==> config.mk <==
export PLATFORM = sky130hd
export DESIGN_NAME = ser_bit_feeder
export DESIGN_NICKNAME = d
export VERILOG_FILES = /design/src/rtl/ser_bit_feeder.sv
export SDC_FILE = /design/constraint.sdc
export NUM_CORES = 1
export LEC_CHECK = 0
export ABC_AREA = 1
export CORE_UTILIZATION = 50
export CTS_BUF_LIST = sky130_fd_sc_hd__clkbuf_4 sky130_fd_sc_hd__clkbuf_8
export CTS_CLUSTER_DIAMETER = 120
export DETAILED_ROUTE_END_ITERATION = 7
export DONT_BUFFER_PORTS = 1
export MAX_ROUTING_LAYER = met4
export SETUP_SLACK_MARGIN = 0.3
export SKIP_CTS_REPAIR_TIMING = 1
export SLEW_MARGIN = 30
export SYNTH_ARGS = -nofsm -noshare
export SYNTH_HDL_FRONTEND = slang
export SYNTH_SLANG_ARGS = --single-unit
==> constraint.sdc <==
create_clock -name clk -period 1.55 [get_ports clk]
set_clock_uncertainty 0.2 [all_clocks]
set_input_delay 0.3875 -clock clk [delete_from_list [all_inputs] [get_ports clk]]
set_output_delay 0.3875 -clock clk [all_outputs]
set_load 0.01 [all_outputs]
==> src/rtl/ser_bit_feeder.sv <==
// ---------------------------------------------------------------------------
// ser_bit_feeder
//
// Parallel-in / serial-out stage that feeds the 12-bit serial sequence
// detector. Words arrive on a valid/ready handshake and leave one bit per
// clock on x_o. When the next word is offered during the final bit of the
// current word, it is loaded without a bubble. This keeps the bit stream
// gap-free, so patterns that straddle a word boundary remain detectable.
//
// Parameters
//   WIDTH      bits per word (2..32)
//   MSB_FIRST  1: data_i[WIDTH-1] is sent first; 0: data_i[0] is sent first
//
// Optional feature (compile-time macro)
//   SER_FEEDER_PARITY_EN  When defined, each word's WIDTH data bits are
//                         followed by one even-parity bit. The number of bits
//                         per word (NB) becomes WIDTH+1. When undefined, no
//                         parity logic is built.
//
// Ports
//   clk        in   1      single clock, all state updates on posedge
//   reset      in   1      synchronous, active-high
//   data_i     in   WIDTH  parallel word, sampled on accept
//   valid_i    in   1      upstream word valid (held with data_i until accepted)
//   ready_o    out  1      stage can accept; accept = valid_i & ready_o at posedge
//   x_o        out  1      serial bit to detector x_i (registered)
//   x_valid_o  out  1      x_o carries a real bit this cycle (registered)
//   last_o     out  1      final bit of the current word (parity bit if enabled)
// ---------------------------------------------------------------------------
module ser_bit_feeder #(
  parameter int unsigned WIDTH     = 12,
  parameter bit          MSB_FIRST = 1'b1
) (
  input  logic             clk,
  input  logic             reset,
  input  logic [WIDTH-1:0] data_i,
  input  logic             valid_i,
  output logic             ready_o,
  output logic             x_o,
  output logic             x_valid_o,
  output logic             last_o
);

`ifdef SER_FEEDER_PARITY_EN
  localparam int unsigned NB = WIDTH + 1;
`else
  localparam int unsigned NB = WIDTH;
`endif

  localparam int unsigned CNT_W = $clog2(WIDTH + 1);

  // cnt value while the final bit of a word is on x_o
  localparam logic [CNT_W-1:0] CNT_LAST = CNT_W'(NB - 1);
  localparam logic [CNT_W-1:0] CNT_ZERO = {CNT_W{1'b0}};
  localparam logic [CNT_W-1:0] CNT_ONE  = {{(CNT_W-1){1'b0}}, 1'b1};

`ifdef SER_FEEDER_PARITY_EN
  // cnt value while the final data bit is on x_o; the parity bit comes next
  localparam logic [CNT_W-1:0] CNT_DATA_LAST = CNT_W'(WIDTH - 1);
`endif

  typedef enum logic [0:0] {
    ST_IDLE  = 1'b0,
    ST_SHIFT = 1'b1
  } state_t;

  state_t           state_r, state_s;
  logic [WIDTH-1:0] shreg_r, shreg_s;   // bits of the word not yet shown
  logic [CNT_W-1:0] cnt_r,   cnt_s;     // bits of the word already shown, minus one
  logic             x_r,     x_s;
  logic             x_valid_r, x_valid_s;
  logic             last_r,  last_s;
  logic             accept_s;

`ifdef SER_FEEDER_PARITY_EN
  logic             par_r,   par_s;     // parity of the word being sent

  // Even parity of a data word: the extra bit makes the total count of ones even.
  function automatic logic even_parity(input logic [WIDTH-1:0] w);
    return ^w;
  endfunction
`endif

  // Bit of a word that goes out first, depending on the bit order.
  function automatic logic lead_bit(input logic [WIDTH-1:0] w);
    logic b;
    if (MSB_FIRST) begin
      b = w[WIDTH-1];
    end else begin
      b = w[0];
    end
    return b;
  endfunction

  // Word with its leading bit removed, so the next bit to send moves into the lead position.
  function automatic logic [WIDTH-1:0] drop_lead(input logic [WIDTH-1:0] w);
    logic [WIDTH-1:0] r;
    if (MSB_FIRST) begin
      r = {w[WIDTH-2:0], 1'b0};
    end else begin
      r = {1'b0, w[WIDTH-1:1]};
    end
    return r;
  endfunction

  // ready_o depends only on registered state, so it never combinationally
  // follows valid_i. Asserting it during the last bit allows a bubble-free
  // reload.
  assign ready_o  = (state_r == ST_IDLE) |
                    ((state_r == ST_SHIFT) & (cnt_r == CNT_LAST));
  assign accept_s = valid_i & ready_o;

  // Next-state and next-output decode for the shifter FSM.
  always_comb begin
    state_s   = state_r;
    shreg_s   = shreg_r;
    cnt_s     = cnt_r;
    x_s       = 1'b0;
    x_valid_s = 1'b0;
`ifdef SER_FEEDER_PARITY_EN
    par_s     = par_r;
`endif

    case (state_r)
      ST_IDLE: begin
        if (accept_s) begin
          state_s   = ST_SHIFT;
          cnt_s     = CNT_ZERO;
          x_s       = lead_bit(data_i);
          x_valid_s = 1'b1;
          shreg_s   = drop_lead(data_i);
`ifdef SER_FEEDER_PARITY_EN
          par_s     = even_parity(data_i);
`endif
        end else begin
          state_s   = ST_IDLE;
        end
      end

      ST_SHIFT: begin
        if (cnt_r == CNT_LAST) begin
          if (accept_s) begin
            // Reload while the final bit is showing: the stream stays gap-free
            state_s   = ST_SHIFT;
            cnt_s     = CNT_ZERO;
            x_s       = lead_bit(data_i);
            x_valid_s = 1'b1;
            shreg_s   = drop_lead(data_i);
`ifdef SER_FEEDER_PARITY_EN
            par_s     = even_parity(data_i);
`endif
          end else begin
            state_s   = ST_IDLE;
            cnt_s     = CNT_ZERO;
            shreg_s   = {WIDTH{1'b0}};
          end
        end else begin
          cnt_s     = cnt_r + CNT_ONE;
          x_valid_s = 1'b1;
`ifdef SER_FEEDER_PARITY_EN
          if (cnt_r == CNT_DATA_LAST) begin
            x_s     = par_r;
          end else begin
            x_s     = lead_bit(shreg_r);
            shreg_s = drop_lead(shreg_r);
          end
`else
          x_s       = lead_bit(shreg_r);
          shreg_s   = drop_lead(shreg_r);
`endif
        end
      end

      default: begin
        state_s = ST_IDLE;
        cnt_s   = CNT_ZERO;
        shreg_s = {WIDTH{1'b0}};
      end
    endcase

    last_s = x_valid_s & (cnt_s == CNT_LAST);
  end

  // State and output registers; reset takes priority over any handshake.
  always_ff @(posedge clk) begin
    if (reset) begin
      state_r   <= ST_IDLE;
      shreg_r   <= {WIDTH{1'b0}};
      cnt_r     <= CNT_ZERO;
      x_r       <= 1'b0;
      x_valid_r <= 1'b0;
      last_r    <= 1'b0;
`ifdef SER_FEEDER_PARITY_EN
      par_r     <= 1'b0;
`endif
    end else begin
      state_r   <= state_s;
      shreg_r   <= shreg_s;
      cnt_r     <= cnt_s;
      x_r       <= x_s;
      x_valid_r <= x_valid_s;
      last_r    <= last_s;
`ifdef SER_FEEDER_PARITY_EN
      par_r     <= par_s;
`endif
    end
  end

  assign x_o       = x_r;
  assign x_valid_o = x_valid_r;
  assign last_o    = last_r;

endmodule

### After elaboration in Yosys (flattened, before gate mapping)

Cells that the tools add are included.

| storage, ports and cells | value |
|---|---|
| memories | 0 |
| memory bits (writable) | 0 |
| output and inout port bits | 4 |
| bits in latches | 0 |
| ROM bits | 0 |
| register bits | 19 |

| operators by class | value |
|---|---|
| shifts and indexed selects | 0 |
| $lt $le $gt $ge | 0 |
| muxes and demuxes | 13 |
| bitwise operators | 5 |
| div/mod/pow operators | 0 |
| reductions and logical operators | 0 |
| equal/unequal tests | 3 |
| multiply operators | 0 |
| add/subtract/negate cells | 1 |

Operator list:

| operator | number |
|---|---|
| 12-bit two-way mux | 3 |
| 12-bit one-hot mux with 2 select lines | 1 |
| 4-bit equality test, second input constant | 2 |
| 4-bit two-way mux | 2 |
| 4-bit one-hot mux with 2 select lines | 1 |
| 4-bit by 1-bit adder with 4-bit output, second input constant | 1 |
| 1-bit two-way mux | 4 |
| 1-bit one-hot mux with 2 select lines | 2 |
| 1-bit bitwise AND | 3 |
| 2-bit inequality test, second input constant | 1 |
| 1-bit NOT | 1 |
| 1-bit bitwise OR | 1 |

### Logic depth before layout (Yosys ltp)

| depth | value |
|---|---|
| word-level depth | 8 |
| gate-level depth with buffers | 9 |
| gate-level depth less buffers | 9 |

### Least setup slack after synthesis

Ideal clock, no wire load.

| path | value |
|---|---|
| kind | register -> output |
| start point | reg cnt_r[0] |
| end point | out ready_o |
| buffers on the path | 1 |
| data required time | 962 ps |
| arrival | 929 ps |
| path slack | 34 ps |
| stages on the path, launching flop included | 5 |
| cells stage by stage | dfxtp_1 -> ha_1 -> nand3_4 -> nand2_4 -> buf_6 |

| between the ends | value |
|---|---|
| cells in the longest elaborated chain, start to end | 3 |

RTL lines:

| item | line | text |
|---|---|---|
| start, declared | 69 | `logic [CNT_W-1:0] cnt_r, cnt_s;` |
| start signal, assigned | 199 | `cnt_r <= cnt_s;` |
| 4-bit equality test | 110 | `((state_r == ST_SHIFT) & (cnt_r == CNT_LAST));` |
| 1-bit bitwise AND | 110 |  |
| 1-bit bitwise OR | 109 | `assign ready_o = (state_r == ST_IDLE) \|` |
| end, declared | 38 | `output logic ready_o,` |

Every way passes these cells.

==> impl_metrics.csv <==
group,metric,value,unit
run_status,status,"complete, but fails checks",
run_status,violations,"setup timing",
grt,antenna_found_initial,0,
synth,synth_fp_nets,147,
grt,gr-total-overflow,0,
finish,layout-drive-gt1-share,0.264,
synth,synthTopCellsByArea,"dfxtp_1, nand2_1, a21oi_1",
synth,ys_async_sr_fraction,0,
clocking,worstSkewPairLatency,0.29,ns
finish,fin_nets,165,
clocking,clkTransAtPathRegs,0.10,ns
setup_path,arrival,1.65,ns
clocking,cts_tree,"yes",
synth,yosys-top-cells-count,"nand2_1, dfxtp_1, a21oi_1, nand3_1, nand3b_1",
setup_path,startpoint,"reset",
sta,maxSlewViolCount,0,
die,rows,15,
finish,multi_input_area,562,um^2
synth,yosysMostFrequentCell,"nand2_1",
setup_path,cp-start-kind,"input pin",
setup_path,criticalPathCategory,"in2reg",
clocking,htree_levels,1,
synth,yosysTopAreaCellShare,0.385,
die,coreArea,0.00175,mm^2
die,start_util,0.536,
die,die_h,45.3,um
place,dp.cells,155,
pwr,vdd_drop_max,0.580,mV
sta,period_needed,1.65,ns
routing,via_per_inst,5.20,
routing,post_drt_wl_per_cell,12.8,um
sta,final_hold_viol_count,0,
synth,yosysSeqAreaShare,0.385,
setup_path,reg2reg_to,"shreg_r[10]",
setup_path,reg2reg_from,"cnt_r[0]",
place,gp_congestion,0.741,
place,place_hpwl,1.32,mm
setup_path,endpoint_kind,"flop",
routing,routed_wirelength,2.21,mm
setup_path,reg2reg_setup_slack,-0.09,ns
setup_path,ff2ff_path_depth,8,
finish,seqCellArea,374,um^2
pwr,p_leak,0.000516,uW
sta,fin_ws,-0.102,ns
synth,syn_inst,131,
clocking,root_buffer,"clkbuf_4",
setup_path,cp_max_fo,17,
clocking,cts_made_buffers,3,
finish,diodes,0,
synth,yosysTopAreaCell,"dfxtp_1",
sta,hold_ws,0.0274,ns
sta,final-setup-viol-count,11,
setup_path,crit_path_end,"last_o",
routing,dr.pass1.iters,4,
min_path,hp-class,"in2reg",
synth,synth_area_per_cell,7.14,um^2
grt,grt_usage,0.205,
setup_path,critical_path_required,1.54,ns
routing,drt_iter0_markers,15,
finish,instances_no_fill,173,
die,die_w,45.3,um
min_path,whs_path_depth,2,
run,drv_cap,0,
grt,grt_pass1_vias,653,
synth,synth_edf_count,0,
finish,fillCellCount,147,
routing,ant_nets,0,
synth,ys.flop_type,"dfxtp_1",
grt,grt_pass1_wl,2.93,mm
synth,yosysUniqueCellTypes,22,
die,die_area,0.00205,mm^2
sta,timing.fmax,605,MHz
die,ioPinCount,19,
sta,rsz0062_at_grt,"yes",
clocking,clock_sinks,18,
synth,ys_warn_count,0,
synth,synth-seq-cells,18,
sta,tightest_slew,0.720,ns
synth,syn_area,936,um^2
place,io_buffers,0,
sta,period_share,1.07,
pwr,power_density,821,mW/mm^2
finish,flow.area_growth_from_synthesis,26.2,%
sta,maxSlewHeadroom,0.518,
routing,route.detailed.drc,0,
clocking,clockBufferDepth,2,
routing,vias,899,
grt,grt_max_degree,18,
power breakdown:
part,internal (uW),switching [uW]
clock network,143,146
registers,491,23.5
logic,76.9,89.1
critical path: stages:
cell	delay (ns)
dlygate4sd3_1	1.00
a21oi_2	0.08
nand3_1	0.12
nor2_1	0.05
per-layer routing:
metal / up-vias / track usage / wire, um
met2: 13 / 0.301 / 1100
met4: 0 / 0.0727 / 11
met5: - / - / 0
li1: 462 / - / -
met1: 422 / 0.264 / 1020
met3: 2 / 0.0640 / 69
layout make-up:
type                       instances  share of cell area
timing repair inverter             1             0.00424
clock buffer                       4              0.0307
sequential                        18               0.317
timing repair buffer              16               0.110
tap                               25              0.0265
inverter                          10              0.0360
multi-input combinational         99               0.476
state kept, by name, indices dropped and copies added (netlist names):
register   cells
x_o            1
x_valid_o      1
cnt_r          4
shreg_r       11
last_o         1
kinds of logic after synthesis:
kind of cell / count (synthesis) / synth area share
buf+inv: 16 / 0.0909
compound gates: 17 / 0.0976
fa+ha+maj: 1 / 0.0134
simple gates: 79 / 0.413
flops: 18 / 0.385
per-stage QoR:
step           utilization  power (uW)  instance area [um^2]  TNS, ns  setup slack [ns]
2_1_floorplan            -         635                   956        0             0.157
3_3_place_gp         0.561         651                   978        0             0.128
3_5_place_dp         0.561         653                   978        0            0.0954
4_1_cts              0.581         941                  1010   -0.168            -0.168
5_1_grt              0.677        1020                  1180    -1.42            -0.150
6_report             0.677         970                  1180   -0.904            -0.102
layout by cell type (no fill, tap or decap), types with 2 or more instances in the layout:
master,n
a21oi_1,13
a21oi_2,2
buf_4,13
buf_6,2
clkbuf_4,3
dfxtp_1,13
dfxtp_2,2
dfxtp_4,3
inv_1,8
nand2_1,44
nand2_4,2
nand2_8,2
nand3_1,14
nand3b_1,9
nor2_1,3
nor2_4,2
worst min-delay path by stage:
stage                start     endpoint  slack [ns]
2_1_floorplan  shreg_r[10]  shreg_r[10]        0.24
3_3_place_gp   shreg_r[10]  shreg_r[10]        0.24
3_5_place_dp    shreg_r[3]   shreg_r[3]        0.24
4_1_cts              reset     cnt_r[1]       -0.06
5_1_grt         data_i[11]          x_o        0.01
6_report         data_i[0]   shreg_r[1]        0.03
No activity file was read; power rests on OpenSTA's default activity.
